**config.mk**
```make
export PLATFORM = sky130hd
export DESIGN_NAME = f_fetch_stage
export DESIGN_NICKNAME = d
export VERILOG_FILES = /design/src/rtl/f_fetch_stage_pkg.sv /design/src/rtl/f_d_reg.sv /design/src/rtl/f_fetch_stage.sv
export SDC_FILE = /design/constraint.sdc
export NUM_CORES = 1
export LEC_CHECK = 0
export CAP_MARGIN = 25
export CORE_ASPECT_RATIO = 1.25
export CORE_MARGIN = 5
export CORE_UTILIZATION = 30
export DETAILED_ROUTE_END_ITERATION = 6
export GPL_ROUTABILITY_DRIVEN = 0
export PLACE_DENSITY = 0.66
export SLEW_MARGIN = 40
export SYNTH_ARGS = -nofsm -noshare
export SYNTH_HDL_FRONTEND = slang
export SYNTH_SLANG_ARGS = --single-unit
```
**constraint.sdc**
```tcl
create_clock -name clk -period 1.8 [get_ports clk]
set_input_delay 0.36 -clock clk [delete_from_list [all_inputs] [get_ports clk]]
set_output_delay 0.36 -clock clk [all_outputs]
set_load 0.01 [all_outputs]
```
**src/rtl/f_fetch_stage_pkg.sv**
```systemverilog
// Shared types and constants for the fetch stage and its F/D pipeline register.
// Also holds the fetch-address legality check.
package f_fetch_stage_pkg;

  localparam logic [31:0] RESET_PC_DEF   = 32'h0000_3000;
  localparam logic [31:0] HANDLER_PC_DEF = 32'h0000_4180;
  localparam logic [31:0] IM_BASE_DEF    = 32'h0000_3000;
  localparam logic [31:0] IM_TOP_DEF     = 32'h0000_6ffc;
  localparam logic [31:0] PC_STEP        = 32'd4;

  localparam logic [4:0] EXC_NONE = 5'd0;
  localparam logic [4:0] EXC_ADEL = 5'd4;

  typedef enum logic [2:0] {
    NPC_HANDLER = 3'd0,
    NPC_HOLD    = 3'd1,
    NPC_ERET    = 3'd2,
    NPC_JUMP    = 3'd3,
    NPC_SEQ     = 3'd4
  } npc_sel_e;

  typedef struct packed {
    logic [31:0] pc;
    logic [31:0] instr;
    logic [4:0]  exc;
    logic        bd;
  } fd_bundle_t;

  // Fetch address is illegal when misaligned or outside [base, top].
  function automatic logic adel_check(input logic [31:0] addr,
                                      input logic [31:0] base,
                                      input logic [31:0] top);
    return (addr[1:0] != 2'b00) || (addr < base) || (addr > top);
  endfunction

endpackage

```
**src/rtl/f_d_reg.sv**
```systemverilog
// F/D pipeline register: reset, then req flush, stall hold, eret bubble, normal load.
// The eret bubble keeps the PC so the fetched-but-dropped instruction is still traceable.
module f_d_reg
  import f_fetch_stage_pkg::*;
#(
  parameter logic [31:0] RESET_PC   = RESET_PC_DEF,
  parameter logic [31:0] HANDLER_PC = HANDLER_PC_DEF
) (
  input  logic       clk,
  input  logic       reset,
  input  logic       stall,
  input  logic       req,
  input  logic       eret,
  input  fd_bundle_t f_bundle,
  output fd_bundle_t d_bundle
);

  fd_bundle_t d_r;
  fd_bundle_t d_next_s;

  // Next F/D contents by priority: req, stall, eret, load.
  always_comb begin
    d_next_s = d_r;
    if (req) begin
      d_next_s = '{pc: HANDLER_PC, instr: 32'd0, exc: EXC_NONE, bd: 1'b0};
    end else if (stall) begin
      d_next_s = d_r;
    end else if (eret) begin
      d_next_s = '{pc: f_bundle.pc, instr: 32'd0, exc: EXC_NONE, bd: 1'b0};
    end else begin
      d_next_s = f_bundle;
    end
  end

  // F/D state register with synchronous reset.
  always_ff @(posedge clk) begin
    if (reset) begin
      d_r <= '{pc: RESET_PC, instr: 32'd0, exc: EXC_NONE, bd: 1'b0};
    end else begin
      d_r <= d_next_s;
    end
  end

  assign d_bundle = d_r;

endmodule

```
**src/rtl/f_fetch_stage.sv**
```systemverilog
// Fetch stage: PC register, next-PC selection and AdEL check, feeding the F/D register.
// D_* outputs come straight from the F/D register; i_inst_addr straight from the PC register.
module f_fetch_stage
  import f_fetch_stage_pkg::*;
#(
  parameter logic [31:0] RESET_PC   = RESET_PC_DEF,
  parameter logic [31:0] HANDLER_PC = HANDLER_PC_DEF,
  parameter logic [31:0] IM_BASE    = IM_BASE_DEF,
  parameter logic [31:0] IM_TOP     = IM_TOP_DEF
) (
  input  logic        clk,
  input  logic        reset,
  input  logic        stall,
  input  logic        req,
  input  logic        D_eret,
  input  logic [31:0] epc,
  input  logic        D_jump,
  input  logic [31:0] D_target,
  input  logic        D_is_branch,
  output logic [31:0] i_inst_addr,
  input  logic [31:0] i_inst_rdata,
  output logic [31:0] D_pc,
  output logic [31:0] D_instr,
  output logic [15:0] D_imm16,
  output logic [4:0]  D_exc_code,
  output logic        D_bd
);

  logic [31:0] f_pc_r;
  logic [31:0] npc_s;
  npc_sel_e    npc_sel_s;
  logic        adel_s;
  fd_bundle_t  f_bundle_s;
  fd_bundle_t  d_bundle_s;

  // Next-PC source by priority: req, stall, eret, jump, sequential.
  always_comb begin
    npc_sel_s = NPC_SEQ;
    if (req) begin
      npc_sel_s = NPC_HANDLER;
    end else if (stall) begin
      npc_sel_s = NPC_HOLD;
    end else if (D_eret) begin
      npc_sel_s = NPC_ERET;
    end else if (D_jump) begin
      npc_sel_s = NPC_JUMP;
    end else begin
      npc_sel_s = NPC_SEQ;
    end
  end

  // Next-PC value mux.
  always_comb begin
    npc_s = f_pc_r + PC_STEP;
    case (npc_sel_s)
      NPC_HANDLER: npc_s = HANDLER_PC;
      NPC_HOLD:    npc_s = f_pc_r;
      NPC_ERET:    npc_s = epc;
      NPC_JUMP:    npc_s = D_target;
      NPC_SEQ:     npc_s = f_pc_r + PC_STEP;
      default:     npc_s = f_pc_r + PC_STEP;
    endcase
  end

  // PC register with synchronous reset.
  always_ff @(posedge clk) begin
    if (reset) begin
      f_pc_r <= RESET_PC;
    end else begin
      f_pc_r <= npc_s;
    end
  end

  assign adel_s = adel_check(f_pc_r, IM_BASE, IM_TOP);

  // An illegal fetch turns into a nop tagged with AdEL so D never decodes garbage.
  always_comb begin
    f_bundle_s.pc = f_pc_r;
    f_bundle_s.bd = D_is_branch;
    if (adel_s) begin
      f_bundle_s.instr = 32'd0;
      f_bundle_s.exc   = EXC_ADEL;
    end else begin
      f_bundle_s.instr = i_inst_rdata;
      f_bundle_s.exc   = EXC_NONE;
    end
  end

  f_d_reg #(
    .RESET_PC   (RESET_PC),
    .HANDLER_PC (HANDLER_PC)
  ) u_f_d_reg (
    .clk      (clk),
    .reset    (reset),
    .stall    (stall),
    .req      (req),
    .eret     (D_eret),
    .f_bundle (f_bundle_s),
    .d_bundle (d_bundle_s)
  );

  assign i_inst_addr = f_pc_r;
  assign D_pc        = d_bundle_s.pc;
  assign D_instr     = d_bundle_s.instr;
  assign D_imm16     = d_bundle_s.instr[15:0];
  assign D_exc_code  = d_bundle_s.exc;
  assign D_bd        = d_bundle_s.bd;

endmodule
```
### Word level (Yosys, flattened, before mapping)

Cells that the tools add are included.

| storage, ports and cells | value |
|---|---|
| bits in registers | 102 |
| input bits | 103 |
| logic and storage cells | 27 |

| cells by class | value |
|---|---|
| add/subtract/negate cells | 1 |
| magnitude comparators | 2 |
| equal/unequal tests | 4 |
| mux-type cells | 9 |
| reduce and logical (&&, ||, !) cells | 5 |

Operators by type and width:

| operator | count |
|---|---|
| $pmux W32 S4 | 1 |
| $mux W53 | 2 |
| $mux W38 | 1 |
| $mux W37 | 1 |
| $add A32 B3 Y32 const B | 1 |
| $gt A32 B15 Y1 const B | 1 |
| $lt A32 B14 Y1 const B | 1 |
| $mux W3 | 4 |
| $eq A3 B2 Y1 const B | 2 |
| $eq A3 B1 Y1 const B | 1 |
| $logic_not A3 Y1 | 1 |
| $logic_or A1 B1 Y1 | 2 |
| $ne A2 B1 Y1 const B | 1 |
| $reduce_bool A2 Y1 | 1 |
| $reduce_or A2 Y1 | 1 |

### Logic depth before layout (Yosys ltp)

Gate-level depths: netlist of run 1.

| depth | value |
|---|---|
| depth in word-level cells | 7 |
| depth in mapped cells | 8 |
| mapped depth without buffers | 6 |

### By module

From an unflattened synthesis of run 1, not the netlist that was laid out.

| unflattened totals | value |
|---|---|
| cell total of the unflattened synthesis | 687 |
| area, all modules | 5,764.3 um^2 |

By module, submodules not included:

| module | times used | cells each | area each (um^2) | seq. area each (um^2) |
|---|---|---|---|---|
| f_fetch_stage | 1 | 414 | 3,075.4 | 640.6 |
| f_d_reg | 1 | 273 | 2,688.8 | 1,401.3 |

### Worst setup path after synthesis of run 1

No wires, ideal clock.

| timing | value |
|---|---|
| kind | flip-flop to flip-flop |
| start point | register f_pc_r[10], in the netlist i_inst_addr[10] |
| end point | register f_pc_r[28], in the netlist i_inst_addr[28] |
| data arrival time | 1.793 ns |
| data required time | 1.667 ns |
| path slack | -0.126 ns |
| cell stages (with the launch flop) | 8 |
| path buffers | 2 |
| cell sequence | dfxtp_1 > and4_1 > buf_2 > nand4_4 > clkbuf_1 > nor4_1 > mux2i_1 > o22ai_1 |

| between the ends | value |
|---|---|
| word-level cells in the longest chain between the ends | 2 |

Ends and longest elaborated chain:

| item | line | source |
|---|---|---|
| from (decl) | f_fetch_stage.sv:29 | `logic [31:0] f_pc_r;` |
| from (signal assigned) | f_fetch_stage.sv:70 | `f_pc_r <= npc_s;` |
| $add A32 B3 Y32 | f_fetch_stage.sv:60, f_fetch_stage.sv:61 |  |
| $pmux W32 S4 | f_fetch_stage.sv:55 | `case (npc_sel_s)` |

No other way between the ends.
A chain may end at the register's enable or synchronous reset.

### Worst setup path after layout of run 1

| timing | value |
|---|---|
| start point | register f_pc_r[17], in the netlist i_inst_addr[17] |
| end point | output i_inst_addr[17] |

RTL lines:

| item | line | source |
|---|---|---|
| to (decl) | f_fetch_stage.sv:20 | `output logic [31:0] i_inst_addr,` |

No word-level cell between the ends.

==> results.toml, run 1 <==
[power_and_ir_drop]
netSwitchingFraction_pct = 26.9
p_sw_mw = 1.39
pwr-share-clk_pct = 35.9
p_seq_share_pct = 44.5
combPwrFrac_pct = 19.6
cellLeakagePower_nw = 3.22
p_int_mw = 3.77
vdd_drop_max_mv = 0.452
pwr_density_cell_nw_per_um2 = 644

[placement]
io_buffers = 216
dp_cells = 975
dp.final_hpwl_um = 14900

[timing]
fmax_ghz = 0.566
min_period_ns = 1.77
slew_violations = 0
whs_ns = 0.464
setup-violations-final = 0
fin_crit_sh_pct = 98.2
finalHoldViolations = 0
fin_skew_ns = 0.0117

[setup_path]
ff2ff_path_depth = 6
criticalPathCategory = "reg2out"
crit_arrival_ns = 1.41
r2r_setup_slack_ns = 0.08
r2r-start = "i_inst_addr[15]"
endpoint_kind = "output pin"
regToRegEndpoint = "i_inst_addr[20]"
startpoint_type = "flop"
crit_required_ns = 1.44
crit_fanout = 4

[synthesis]
synth_mux_area_share_pct = 7.80
yosys.cell_count.top_type = "dfxtp_1"
synth_flop_cell = "dfxtp_1"
async_reset_ff_share_pct = 0
synthCells = 513
yosys-top-cells-count = "dfxtp_1 (98), nor2_1 (64), mux2i_1 (36)"
synth-adder-area-share_pct = 0.271
ys_types = 60
ys_warn_count = 0
synth_top_family_by_area = "compound AO/OA/AOI/OAI gates"
ys_seq_area_share_pct = 42.5
synth_compound_area_share_pct = 23.6
ys_ff_latch = 98
yosysTopAreaCell = "dfxtp_1"
syn_area_per_cell_um2 = 9.00
synth-simple-area-share_pct = 17.5
synth_area_um2 = 4620
synthTopCellsByArea = "dfxtp_1 (42%), mux2i_1 (7.8%), a22o_1 (6.6%), nor2_1 (5.2%), buf_4 (3.3%)"
synth_xor_area_share_pct = 0.758
netlist.area_leader.share_pct = 42.5
synth_edf_count = 0

[cts]
clockBufferDepth = 2
ctsHoldBuffers = 0
cts.sinks = 98
htreeDepth = 3
clock-root-buffer = "clkbuf_16"
cts_tree = "built"
insertion_delay_ns = 0.35
cts.clk_slew.worst_paths_ns = 0.07
numCtsBuffers = 9

[global_route]
grt_usage_pct = 20.0
grt_max_degree = 33
antenna_found_initial = 0
grt_overflow = 0
grt_pass1_vias = 5387
grt_pass1_wl_um = 28500

[layout]
final-instance-count-excl-fill = 997
antenna_cells = 0
layout-drive-gt1-share_pct = 21.7
final_nets = 888
areaGrowthSynthToFinish_pct = 73.4

[route]
antenna_left = 0
drc = 0
wl_per_cell_um = 19.1
first_pass_iters = 5
drt_first_iter_violations = 354
num_vias = 5305
totalWireLength_um = 19000
via_per_inst = 5.32

[die]
fp.dieH_um = 149
row_count = 50
die_x_um = 121
core_um2 = 15100
design.die.area_um2 = 18000
ioPinCount = 221
start_util_pct = 30.6

[status]
run_status = "completed"

[worst_hold_path]
holdPathStages = 2
worstHoldStart = "u_f_d_reg.d_bundle[3]"
worstHoldPathType = "reg2reg"
hold_path_end = "u_f_d_reg.d_bundle[3]"

[flow_run]
max_cap_violations = 0
## worst max-delay path: stages, from the launching register on
cell and delay (ns):
dfxtp_4 0.39, buf_4 0.14, clkdlybuf4s50_1 0.53
## cell usage in the layout (no fill, tap or decap), types with 3 or more instances in the layout
cell type,count
clkdlybuf4s50_1,199
buf_4,98
dfxtp_1,75
nor2_1,62
mux2i_1,36
a22o_1,35
nand2_1,20
o21ai_0,19
a21oi_1,18
dfxtp_2,17
nor3_1,15
o22ai_1,13
nand3_1,11
a221o_1,10
clkbuf_16,9
dlygate4sd2_1,9
dlymetal6s2s_1,7
inv_1,6
nor4_1,6
a221oi_1,6
dfxtp_4,6
a211oi_1,5
nor2b_1,5
and3_1,5
a31oi_1,5
nor3_2,4
a22oi_1,4
conb_1,4
buf_12,4
nor4_2,3
nand2b_1,3
or3_1,3
a21o_1,3
nor4_4,3
o211ai_1,3
a311oi_1,3
## stage by stage
| stage | setup TNS [ns] | setup slack, ns | cell area [um^2] | util [%] | total power [mW] |
|---|---|---|---|---|---|
| after floorplan | -0.00645 | -0.00626 | 4650 | - | 2.71 |
| after global placement | -13.65 | -0.328 | 7510 | 49.8 | 3.33 |
| after detailed placement | -16.49 | -0.439 | 7510 | 49.8 | 3.34 |
| after CTS | 0 | 0.000574 | 7830 | 51.9 | 5.21 |
| after global routing | -0.000395 | -0.000395 | 8010 | 53.1 | 5.37 |
| final | 0 | 0.0322 | 8010 | 53.1 | 5.16 |
## repair_timing
| item | in CTS | in global routing |
|---|---|---|
| gates cloned | 0 | 1 |
| setup endpoints to repair | 27 | 63 |
| buffers inserted | 0 | 5 |
| gates resized for setup | 27 | 38 |
| pin swaps | 1 | 2 |
## sequential cells by signal, indices dropped and copies added (netlist names)
register and flops:
u_f_d_reg.d_bundle 66, i_inst_addr 32
## layer usage
| metal | routed length (um) | GRT usage (%) | part of all wire, % |
|---|---|---|---|
| met1 | 7350 | 23.3 | 39 |
| met2 | 9350 | 34.0 | 49 |
| met3 | 1710 | 4.32 | 9.0 |
| met4 | 586 | 10.7 | 3.1 |
| met5 | 0 | 0 | 0 |
## cell families after synthesis
logic type               after synthesis
AO/OA/AOI/OAI                        147
buffers and inverters                 67
multiplexers                          36
adder cells (fa/ha/maj)                1
AND/OR/NAND/NOR                      159
flip-flops                            98
XOR/XNOR                               4
other                                  1
## power by group through the flow
stage / logic, mW / clock network, mW / registers, mW
final: 1.01 / 1.86 / 2.30
after global routing: 1.07 / 1.99 / 2.30
after CTS: 1.00 / 1.92 / 2.29
after detailed placement: 1.00 / 0 / 2.34
after global placement: 0.991 / 0 / 2.34
after floorplan: 0.338 / 0 / 2.37
## how the worst max path moves through the flow
stage                    startpoint               to  slack, ns  cells after the start
floorplan           i_inst_addr[13]  i_inst_addr[28]     -0.006                      7
global placement             D_eret  i_inst_addr[18]      -0.33                      6
detailed placement           D_eret  i_inst_addr[18]      -0.44                      6
CTS                 i_inst_addr[26]  i_inst_addr[26]     0.0006                      2
global route        i_inst_addr[19]  i_inst_addr[28]    -0.0004                      5
finish              i_inst_addr[17]  i_inst_addr[17]       0.03                      2
## area by class of cell
class / instances / area, um^2
Fill cell: 1339 / 7070
Timing Repair Buffer: 317 / 2970
Multi-Input combinational cell: 352 / 2470
Sequential cell: 98 / 2010
Tap cell: 208 / 260
Clock buffer: 11 / 243
Clock inverter: 5 / 37.5
Inverter: 6 / 22.5
Note: power is estimated with default switching activity, not from simulation.
==> run 2, diff against run 1 <==
--- a/config.mk
+++ b/config.mk
@@ -12,6 +12,7 @@
 export DETAILED_ROUTE_END_ITERATION = 6
 export GPL_ROUTABILITY_DRIVEN = 0
 export PLACE_DENSITY = 0.66
+export RECOVER_POWER = 100
 export SLEW_MARGIN = 40
 export SYNTH_ARGS = -nofsm -noshare
 export SYNTH_HDL_FRONTEND = slang
==> run 2 against run 1 <==
  * Wire length decreased by 0.43%
  * Maximum frequency increased by 0.15%
  * Worst hold slack got worse by 0.0025 ns
  * Sequential cell count unchanged
  * Die area unchanged
  * Global-route usage unchanged
  * Cell area decreased by 0.59%
  * First-iteration DRC count decreased by 5.4%
  * Power decreased by 0.42%
  * Register-to-register slack about the same
  * Non-clock buffer count unchanged
  * Sequential power about the same
  * Critical endpoint unchanged
  * Largest power group unchanged
==> results.toml, run 2 (synthesized netlist as in run 1, its figures left out) <==
[status]
run_status = "completed"

[timing]
slew_violations = 0
fmax_ghz = 0.567
finalHoldViolations = 0
fin_ws_ns = 0.0349
fin_skew_ns = 0.0115
fin_crit_sh_pct = 98.1
min_period_ns = 1.77
setup-violations-final = 0

[die]
design.die.area_um2 = 18000
row_count = 50
die_x_um = 121
ioPinCount = 221
fp.dieH_um = 149
start_util_pct = 30.6
core_um2 = 15100

[placement]
io_buffers = 216
dp.final_hpwl_um = 14900
dp_slack_ns = -0.439

[route]
num_vias = 5321
totalWireLength_um = 18900
wl_per_cell_um = 19.0
drc = 0
drt_first_iter_violations = 335
first_pass_iters = 5
antenna_left = 0
via_per_inst = 5.34

[cts]
clockBufferDepth = 2
cts_tree = "built"
insertion_delay_ns = 0.35
htreeDepth = 3
cts.sinks = 98
ctsHoldBuffers = 0
numCtsBuffers = 9
cts.clk_slew.worst_paths_ns = 0.07
clock-root-buffer = "clkbuf_16"

[global_route]
grt_overflow = 0
grt_max_degree = 33
grt_pass1_vias = 5387
grt_usage_pct = 20.0
grt_pass1_wl_um = 28500
antenna_found_initial = 0

[layout]
layout-drive-gt1-share_pct = 20.8
areaGrowthSynthToFinish_pct = 72.4
area.sequential_um2 = 2010
mostFrequentLayoutCells = "clkdlybuf4s50_1 (115), dlygate4sd3_1 (84), buf_4 (84), dfxtp_1 (75), nor2_1 (62)"
largest_reg_flops = 66
final_nets = 888
multiInputGateArea_um2 = 2470
antenna_cells = 0
fillCellCount = 1349
final_common_cell = "clkdlybuf4s50_1"

[power_and_ir_drop]
pwr_density_cell_nw_per_um2 = 645
cellLeakagePower_nw = 3.38
vdd_drop_max_mv = 0.448
power_mw = 5.14

[worst_hold_path]
worstHoldStart = "u_f_d_reg.d_bundle[3]"
hold_path_end = "u_f_d_reg.d_bundle[3]"
holdPathStages = 2
worstHoldPathType = "reg2reg"

[setup_path]
crit_arrival_ns = 1.41
cpMaxStageDelayCell = "clkdlybuf4s50_1"
r2r-start = "i_inst_addr[9]"
crit_fanout = 4
regToRegEndpoint = "i_inst_addr[24]"
ff2ff_path_depth = 7
startpoint_type = "flop"
endpoint_kind = "output pin"
cp_cell_sequence = "buf_4, clkdlybuf4s50_1"
crit_required_ns = 1.44
max_stage_delay_ns = 0.53
criticalPathCategory = "reg2out"
r2r_setup_slack_ns = 0.08

[flow_run]
max_cap_violations = 0
run 2: cell types whose count changed in the layout (fill, tap and decap cells not counted), sizes merged:
cell / before / now
dlymetal6s2s: 7 / 2
clkbuf: 11 / 25
buf: 102 / 88
clkdlybuf4s50: 199 / 115
clkdlybuf4s25: 0 / 5
dlygate4sd3: 0 / 84
run 2: critical path, delay by kind of cell, from the launching register on:
kind	cells	cell delay, ns
buf+inv	2	0.66
flops	1	0.39
run 2: per-layer routing:
layer,track usage (%),share of wire [%],vias up
li1,-,-,2447
met1,23.3,38,2481
met2,34.0,49,342
met3,4.32,9.4,51
met4,10.7,3.2,0
met5,0,0,-
run 2: metrics by stage:
step	TNS [ns]	instance area, um^2	hold WS [ns]	util [%]	cells
2_1_floorplan	-0.00645	4650	0.486	-	516
3_3_place_gp	-13.65	7510	0.456	49.8	975
3_5_place_dp	-16.49	7510	0.459	49.8	975
4_1_cts	0	7830	0.470	51.9	991
5_1_grt	-0.000396	7960	0.488	52.8	997
6_report	0	7960	0.461	52.8	997
run 2: worst max-delay path by stage:
stage / start / to / slack [ns]
4_1_cts: i_inst_addr[26] / i_inst_addr[26] / 0.0006
3_3_place_gp: D_eret / i_inst_addr[18] / -0.33
6_report: i_inst_addr[17] / i_inst_addr[17] / 0.03
2_1_floorplan: i_inst_addr[13] / i_inst_addr[28] / -0.006
3_5_place_dp: D_eret / i_inst_addr[18] / -0.44
5_1_grt: i_inst_addr[19] / i_inst_addr[28] / -0.0004
run 2: final cells by class:
class	count	area share (%)
Sequential cell	98	25.2
Multi-Input combinational cell	352	31.0
Timing Repair Buffer	317	36.7
Clock inverter	5	0.471
Inverter	6	0.283
Clock buffer	11	3.05
Tap cell	208	3.27
run 2: report_power, final:
part / internal [mW] / switching (mW)
Combinational: 0.543 / 0.449
Clock: 0.981 / 0.872
Sequential: 2.23 / 0.0636
Total: 3.76 / 1.38
run 2: timing repair:
| action | 4_1_cts | 5_1_grt |
|---|---|---|
| gates cloned | 0 | 1 |
| endpoints found under the setup margin | 27 | 63 |
| setup buffers | 0 | 5 |
| resized for setup | 27 | 38 |
| pin swaps | 1 | 2 |
==> run 3, diff against run 2 <==
--- a/config.mk
+++ b/config.mk
@@ -8,10 +8,10 @@
 export CAP_MARGIN = 25
 export CORE_ASPECT_RATIO = 1.25
 export CORE_MARGIN = 5
-export CORE_UTILIZATION = 30
+export CORE_UTILIZATION = 35
 export DETAILED_ROUTE_END_ITERATION = 6
 export GPL_ROUTABILITY_DRIVEN = 0
-export PLACE_DENSITY = 0.66
+export PLACE_DENSITY = 0.75
 export RECOVER_POWER = 100
 export SLEW_MARGIN = 40
 export SYNTH_ARGS = -nofsm -noshare
==> run 3 against run 2 <==
  * Die area fell by 13%
  * Combinational power rose by 0.7%
  * Critical path depth stayed put
  * Highest routed layer unchanged
==> results.toml, run 3 (synthesized netlist as in run 1, its figures left out) <==
[setup_path]
cpMaxStageDelayCell = "clkdlybuf4s50_1"
cp_cell_sequence = "buf_4, clkdlybuf4s50_1"
crit_arrival_ns = 1.43
crit_required_ns = 1.44
crit_fanout = 5
crit_buf_inv = 2
max_stage_delay_ns = 0.55
criticalPathCategory = "reg2out"
endpoint_kind = "output pin"
startpoint_type = "flop"
critPathTopFamily = "buffers and inverters"

[route]
antenna_left = 0
via_per_inst = 5.48
first_pass_iters = 7
wl_per_cell_um = 19.5
num_vias = 5241
drt_first_iter_violations = 403
totalWireLength_um = 18600
drc = 0

[timing]
slew_violations = 0
rsz0062_at_grt = "yes"
slew-limit-headroom_pct = 64.3
setup-violations-final = 0
tightestPinTransition_ns = 0.536
fmax_ghz = 0.560
fin_skew_ns = 0.0137
min_period_ns = 1.79
fin_crit_sh_pct = 99.2
finalHoldViolations = 0
fin_ws_ns = 0.0135

[layout]
largest_reg_flops = 66
final_nets = 884
mostFrequentLayoutCells = "clkdlybuf4s50_1 (133), buf_4 (83), dfxtp_1 (81), dlygate4sd3_1 (73), nor2_1 (62)"
layout-drive-gt1-share_pct = 19.9
fillCellCount = 1130
antenna_cells = 0
final-instance-count-excl-fill = 956
final_common_cell = "clkdlybuf4s50_1"
areaGrowthSynthToFinish_pct = 70.2

[status]
run_status = "completed"

[cts]
cts.sinks = 98
cts.clk_slew.worst_paths_ns = 0.07
htreeDepth = 3
numCtsBuffers = 9
cts_tree = "built"
insertion_delay_ns = 0.35
clock-root-buffer = "clkbuf_16"
ctsHoldBuffers = 0
clockBufferDepth = 2

[global_route]
grt_usage_pct = 22.7
grt_pass1_wl_um = 28500
grt_pass1_vias = 5368
grt_max_degree = 33
antenna_found_initial = 0
grt_overflow = 0

[placement]
io_buffers = 216
dp.final_hpwl_um = 14300
dp_cells = 937
dp_slack_ns = -0.403

[worst_hold_path]
worstHoldPathType = "reg2reg"

[die]
fp.dieH_um = 138
row_count = 47
design.die.area_um2 = 15600
ioPinCount = 221
die_x_um = 113
start_util_pct = 35.2
core_um2 = 13100

[power_and_ir_drop]
vdd_drop_max_mv = 0.455
pwr_density_cell_nw_per_um2 = 666
cellLeakagePower_nw = 3.27

[flow_run]
max_cap_violations = 0
run 3: cell count changes in the layout (fill, tap and decap cells not counted), moves of 3 or more:
cell and change:
clkdlybuf4s50_1 +18, dlygate4sd3_1 -11, dfxtp_1 +6, clkdlybuf4s25_1 -3
clkbuf_4 -3, dlygate4sd2_1 -3, dfxtp_4 -6
run 3: cell type report:
type	instances	area, um^2	share of cell area (%)
inverter	6	22.5	0.286
clock inverter	6	56.3	0.716
multi-input combinational	352	2450	31.2
timing repair buffer	313	2900	36.8
tap	171	214	2.72
clock buffer	10	239	3.04
sequential	98	1980	25.2
run 3: final timing paths:
check,start,to,slack [ns],depth (start not counted)
setup / recovery,i_inst_addr[17],i_inst_addr[17],0.01,2
setup reg to reg,i_inst_addr[23],u_f_d_reg.d_bundle[6],0.06,7
hold / removal,u_f_d_reg.d_bundle[33],u_f_d_reg.d_bundle[33],0.48,1
hold reg to reg,u_f_d_reg.d_bundle[33],u_f_d_reg.d_bundle[33],0.48,1
run 3: power by group:
part | leakage [nW] | switching [mW] | internal, mW
sequential | 0.803 | 0.0568 | 2.23
clock | 0.143 | 0.940 | 1.01
combinational | 2.33 | 0.450 | 0.548
run 3: per-layer routing:
layer  track usage (%)  part of all wire [%]  vias to the layer above
li1                  -                     -                     2435
met1              26.2                    39                     2495
met2              40.2                    51                      260
met3              4.68                   6.7                       51
met4              9.24                   3.3                        0
met5                 0                     0                        -
run 3: per-stage QoR:
stage / utilization [%] / hold slack (ns) / instance area [um^2] / setup TNS (ns) / total power, mW
after CTS: 59.4 / 0.489 / 7790 / 0 / 5.26
after global routing: 60.0 / 0.503 / 7860 / -0.210 / 5.42
after detailed placement: 56.9 / 0.468 / 7460 / -18.15 / 3.33
final: 60.0 / 0.477 / 7860 / 0 / 5.24
after floorplan: - / 0.486 / 4650 / -0.00645 / 2.71
after global placement: 56.9 / 0.457 / 7460 / -15.35 / 3.31
run 3: repair_timing:
| item | 4_1_cts | 5_1_grt |
|---|---|---|
| cloned | 0 | 1 |
| pin swaps | 1 | 1 |
| setup buffers | 2 | 0 |
| resized for setup | 17 | 29 |
| setup endpoints to repair | 23 | 63 |
